`src/rtl/set_datapath.sv`:
```
// SET datapath: latches two circles and a set mode, scans the 8x8 grid PTS_PER_CYC points per acc_en step.
// Latency: two-stage pipeline, so a count lands in the accumulator one acc_en step after evaluation (16 + 1 steps per scan).
// Backpressure: acc_en_i low stalls both stages with no loss; clear_i > acc_clear_i > acc_en_i.
module set_datapath #(
    parameter int GRID_W      = 4,
    parameter int PTS_PER_CYC = 4,
    parameter int CNT_W       = 7
) (
    input  logic                  clk_i,
    input  logic                  rst_i,
    input  logic [4*GRID_W-1:0]   central_i,
    input  logic [2*GRID_W-1:0]   radius_i,
    input  logic [1:0]            mode_i,
    input  logic                  buffer_en_i,
    input  logic                  acc_clear_i,
    input  logic                  acc_en_i,
    input  logic                  clear_i,
    output logic [CNT_W-1:0]      candidate_o,
    output logic                  scan_done_o
);

    localparam int STEPS_PER_ROW = 8 / PTS_PER_CYC;
    localparam int STEPS         = 8 * STEPS_PER_ROW;
    localparam int IDX_W         = $clog2(STEPS + 1);
    localparam int PC_W          = $clog2(PTS_PER_CYC + 1);
    localparam logic [IDX_W-1:0] IDX_DONE = IDX_W'(STEPS);

    logic [GRID_W-1:0] xa_q, ya_q, xb_q, yb_q, ra_q, rb_q;
    logic [1:0]        mode_q;

    logic [IDX_W-1:0]  idx;
    logic [PC_W-1:0]   pipe_cnt;
    logic              pipe_vld;
    logic [CNT_W-1:0]  acc;

    logic [PC_W-1:0]   hit_cnt;
    logic [GRID_W-1:0] x_pt, y_pt;
    logic              in_a, in_b, hit;

    // Distance is taken as |dx|,|dy| so squares stay unsigned; same result as the signed form.
    function automatic logic in_circle(
        input logic [GRID_W-1:0] px,
        input logic [GRID_W-1:0] py,
        input logic [GRID_W-1:0] cx,
        input logic [GRID_W-1:0] cy,
        input logic [GRID_W-1:0] r
    );
        logic [GRID_W-1:0]   adx, ady;
        logic [2*GRID_W-1:0] sx, sy, r2;
        logic [2*GRID_W:0]   d2;
        adx = (px >= cx) ? px - cx : cx - px;
        ady = (py >= cy) ? py - cy : cy - py;
        sx  = {{GRID_W{1'b0}}, adx} * {{GRID_W{1'b0}}, adx};
        sy  = {{GRID_W{1'b0}}, ady} * {{GRID_W{1'b0}}, ady};
        r2  = {{GRID_W{1'b0}}, r} * {{GRID_W{1'b0}}, r};
        d2  = {1'b0, sx} + {1'b0, sy};
        return d2 <= {1'b0, r2};
    endfunction

    always_ff @(posedge clk_i or posedge rst_i) begin
        if (rst_i) begin
            xa_q   <= '0;
            ya_q   <= '0;
            xb_q   <= '0;
            yb_q   <= '0;
            ra_q   <= '0;
            rb_q   <= '0;
            mode_q <= '0;
        end else if (buffer_en_i) begin
            {xa_q, ya_q, xb_q, yb_q} <= central_i;
            {ra_q, rb_q}             <= radius_i;
            mode_q                   <= mode_i;
        end
    end

    always_comb begin
        hit_cnt = '0;
        x_pt    = '0;
        in_a    = 1'b0;
        in_b    = 1'b0;
        hit     = 1'b0;
        y_pt    = GRID_W'(int'(idx) / STEPS_PER_ROW + 1);
        for (int k = 0; k < PTS_PER_CYC; k++) begin
            x_pt = GRID_W'((int'(idx) % STEPS_PER_ROW) * PTS_PER_CYC + k + 1);
            in_a = in_circle(x_pt, y_pt, xa_q, ya_q, ra_q);
            in_b = in_circle(x_pt, y_pt, xb_q, yb_q, rb_q);
            case (mode_q)
                2'd0:    hit = in_a;
                2'd1:    hit = in_a & in_b;
                2'd2:    hit = in_a ^ in_b;
                default: hit = in_a | in_b;
            endcase
            hit_cnt = hit_cnt + PC_W'(hit);
        end
    end

    always_ff @(posedge clk_i or posedge rst_i) begin
        if (rst_i) begin
            idx      <= '0;
            pipe_cnt <= '0;
            pipe_vld <= 1'b0;
            acc      <= '0;
        end else if (clear_i || acc_clear_i) begin
            idx      <= '0;
            pipe_cnt <= '0;
            pipe_vld <= 1'b0;
            acc      <= '0;
        end else if (acc_en_i) begin
            if (idx < IDX_DONE) begin
                pipe_cnt <= hit_cnt;
                pipe_vld <= 1'b1;
                idx      <= idx + IDX_W'(1);
            end else begin
                // idx saturates so extra acc_en steps only drain the pipeline
                pipe_vld <= 1'b0;
            end
            if (pipe_vld) begin
                acc <= acc + CNT_W'(pipe_cnt);
            end
        end
    end

    assign candidate_o = acc;
    assign scan_done_o = (idx == IDX_DONE) && !pipe_vld;

endmodule

```
`config.mk`:
```
export PLATFORM = sky130hd
export DESIGN_NAME = set_datapath
export DESIGN_NICKNAME = d
export VERILOG_FILES = /design/src/rtl/set_datapath.sv
export SDC_FILE = /design/constraint.sdc
export NUM_CORES = 1
export LEC_CHECK = 0
export CORE_UTILIZATION = 30
export CTS_CLUSTER_DIAMETER = 100
export DETAILED_ROUTE_END_ITERATION = 16
export GPL_TIMING_DRIVEN = 1
export RECOVER_POWER = 100
export REMOVE_ABC_BUFFERS = 1
export SKIP_CTS_REPAIR_TIMING = 1
export SKIP_LAST_GASP = 1
export SLEW_MARGIN = 15
export SYNTH_ARGS = -nofsm -noshare
export SYNTH_HDL_FRONTEND = slang
export SYNTH_SLANG_ARGS = --single-unit
```
`constraint.sdc`:
```
create_clock -name clk_i -period 8.4 [get_ports clk_i]
set_input_delay 1.26 -clock clk_i [delete_from_list [all_inputs] [get_ports clk_i]]
set_output_delay 1.26 -clock clk_i [all_outputs]
set_load 0.05 [all_outputs]
```
==> flow_summary.ini <==
[clock_tree]
cts-root-buf = clkbuf_16
cts_sinks = 42
clkLatencyLatePin_ns = 0.31
cts_tree = yes
path_clk_slew_ns = 0.09
cts_made_buffers = 5
cts_buffer_depth = 2
h-tree-depth = 2

[critical_path]
slowest_delay_ns = 0.50
cp_slowest_cell = fa_1
worstPathRequired_ns = 8.59
worstSetupPathType = reg2reg
endpoint_kind = flip-flop
r2r-start = idx[1]$_DFFE_PP0P_
cp_max_fo = 6
r2r_setup_slack_ns = 0.34
start_kind = flip-flop
crit_top_cell = ha_1
r2r_end = pipe_cnt[1]$_DFFE_PP0P_
critPathArrivalTime_ns = 8.25
r2r_cells = 31

[sta]
period_needed_ns = 8.06
setup_violations = 0
tightest_slew_ns = 2.03
setup_tns_ns = 0
layout_setup_ws_ns = 0.337
fin_crit_sh_pct = 96.0
hold_viol = 0
holdWs_ns = 0.537
skew_ns = 0.0193
final_max_slew_viol_count = 86
fmax_ghz = 0.124
slew_headroom_pct = -35.5

[routing]
drc = 0
num_vias = 6811
post_drt_wl_per_cell_um = 14.4
firstDrtPassIters = 4
routed_wl_mm = 20.3
vias_per_cell = 4.85
detail-route-antenna-nets = 0
drt_iter0_drc = 319

[global_routing]
grt_antenna_before_repair = 0
grt_usage_pct = 14.7
grt_pass1_vias = 6876
grt_pass1_wl_mm = 34.1
grt.overflow.total = 0
grt_max_degree = 43

[pwr]
clkPwrFrac_pct = 5.7
p_seq_share_pct = 6.2
power.switching_w = 0.00199
p_leak_nw = 4.72
switching_share_pct = 50.5
vdd_drop_max_uv = 205
pwr-share-comb_pct = 88.1
power-per-cell-area_nw_per_um2 = 412
power.internal_w = 0.00196

[yosys]
netlist_top_cells_area = ha_1 (30%), dfrtp_1 (12%), fa_1 (11%)
syn_avg_cell_area_um2 = 8.64
syn_inst = 980
ys_warn_count = 0
ys_types = 58
synth_top_area_share_pct = 29.7
synth_top_area_cell = ha_1
ys_ff_latch = 42
synth-edff-count = 0
async_flop_share_pct = 100
synth_flop_cell = dfrtp_1
synth_seq_area_share_pct = 12.4
netlist_area_um2 = 8470

[job]
drv_cap = 2

[placement]
hpwl_mm = 16.6
io_buffers = 39
dp_slack_ns = 0.0979
gp_congestion = 0.850

[floorplanning]
ioPinCount = 40
start_util_pct = 30.5
die_y_um = 170
die_w_um = 170
rows = 61
die_area_um2 = 28900
core_area_um2 = 27800

[layout]
final_util_pct = 34.5
syn2layout_area_growth_pct = 13.3
diodes = 0
layout.nets = 1304
drive_gt1_share_pct = 6.15

[status]
violations = max-capacitance violations, max-slew violations
status = finished, violations left

[min_path]
min_from = ya_q[3]$_DFFE_PP0P_
worstHoldEndpoint = ya_q[3]$_DFFE_PP0P_
hold_path_depth = 2
hp-class = reg2reg
area by class of cell:
class | count | area, um^2
clock inverter | 2 | 16.3
clock buffer | 6 | 139
multi-input combinational | 822 | 7050
inverter | 101 | 379
tap | 378 | 473
timing repair buffer | 52 | 482
fill | 2961 | 18200
sequential | 42 | 1050
flip-flops by register name, summed over array words and instances, names as in the netlist:
name / cells
candidate_o: 7
idx: 5
ra_q: 4
rb_q: 4
xa_q: 4
xb_q: 4
ya_q: 4
yb_q: 4
pipe_cnt: 3
mode_q: 2
pipe_vld: 1
cells in the mapped netlist (all sizes together), types with 8 or more instances:
cell	n
a21o	28
a21oi	84
a31oi	8
and2	19
clkbuf	9
dfrtp	42
fa	47
ha	201
inv	100
mux2	18
mux2i	12
nand2	63
nand2b	18
nand3	16
nor2	77
nor2b	19
nor3	14
o21a	16
o21ai	56
o21bai	8
xnor2	41
xor2	19
critical path, delay by kind of cell (launching register included):
family	cells	cell delay, ns
flip-flops	1	0.45
AND/OR/NAND/NOR	6	0.82
multiplexers	3	0.90
buffers and inverters	3	0.28
AO/OA/AOI/OAI	5	1.16
adder cells (fa/ha/maj)	11	3.85
XOR/XNOR	3	0.46
power groups by stage:
| stage | combinational [W] | sequential, W | clock (W) |
|---|---|---|---|
| after floorplan | 0.00260 | 0.000243 | 0 |
| after global placement | 0.00335 | 0.000249 | 0 |
| after global routing | 0.00401 | 0.000249 | 0.000239 |
| after detailed placement | 0.00342 | 0.000249 | 0 |
| final | 0.00348 | 0.000245 | 0.000227 |
| after CTS | 0.00345 | 0.000245 | 0.000233 |
through the flow:
step | cells | cell area, um^2 | power (W)
after floorplan | 965 | 8400 | 0.00284
after global routing | 1403 | 9590 | 0.00450
final | 1403 | 9590 | 0.00395
after detailed placement | 1394 | 9350 | 0.00367
after CTS | 1402 | 9510 | 0.00392
after global placement | 1394 | 9350 | 0.00360
cells in the final DEF (no fill, tap or decap), types with 4 or more instances in the layout:
| master | netlist | routed |
|---|---|---|
| o21ai_0 | 53 | 51 |
| a21o_1 | 28 | 28 |
| nor3_1 | 14 | 14 |
| nor2b_1 | 19 | 19 |
| o21bai_1 | 8 | 8 |
| nand3_1 | 16 | 16 |
| and2_1 | 19 | 19 |
| clkdlybuf4s50_1 | 0 | 28 |
| a211o_1 | 4 | 4 |
| nand2b_1 | 18 | 18 |
| mux2i_1 | 12 | 11 |
| clkbuf_16 | 0 | 5 |
| o21a_1 | 16 | 16 |
| nand2_1 | 63 | 63 |
| a31oi_1 | 8 | 8 |
| buf_4 | 1 | 13 |
| xnor2_1 | 41 | 38 |
| nand4_1 | 5 | 5 |
| dlygate4sd3_1 | 0 | 10 |
| xor2_1 | 19 | 19 |
| nor2_1 | 77 | 77 |
| ha_1 | 201 | 199 |
| fa_1 | 47 | 46 |
| a21oi_1 | 84 | 82 |
| inv_1 | 100 | 100 |
| o22ai_1 | 4 | 4 |
| a21boi_0 | 4 | 4 |
| dfrtp_1 | 42 | 41 |
| and3_1 | 5 | 5 |
| mux2_2 | 17 | 17 |
worst max path at each step:
stage                       startpoint                       to  slack [ns]  cells past startpoint
floorplan           idx[1]$_DFFE_PP0P_  pipe_cnt[1]$_DFFE_PP0P_        0.85                     32
global placement    idx[1]$_DFFE_PP0P_  pipe_cnt[1]$_DFFE_PP0P_        0.22                     31
detailed placement  idx[1]$_DFFE_PP0P_  pipe_cnt[1]$_DFFE_PP0P_         0.1                     31
CTS                 idx[1]$_DFFE_PP0P_  pipe_cnt[1]$_DFFE_PP0P_        0.04                     31
global route        idx[1]$_DFFE_PP0P_  pipe_cnt[1]$_DFFE_PP0P_      -0.001                     35
finish              idx[1]$_DFFE_PP0P_  pipe_cnt[1]$_DFFE_PP0P_        0.34                     31
logic make-up after synthesis:
group / Yosys count / synth area share, %
buffers and inverters: 116 / 5.23
adders and majority gates: 248 / 40.8
AOI/OAI and AO/OA: 230 / 16.5
muxes: 33 / 4.65
xor gates and xnor gates: 60 / 6.21
and+or+nand+nor: 251 / 14.2
DFF: 42 / 12.4
layer usage:
metal,wire [um],track usage [%]
met2,9110,24.6
met5,0,0
met3,629,1.72
met4,372,3.64
met1,10100,20.1
Power figures use the tool's default switching activity.
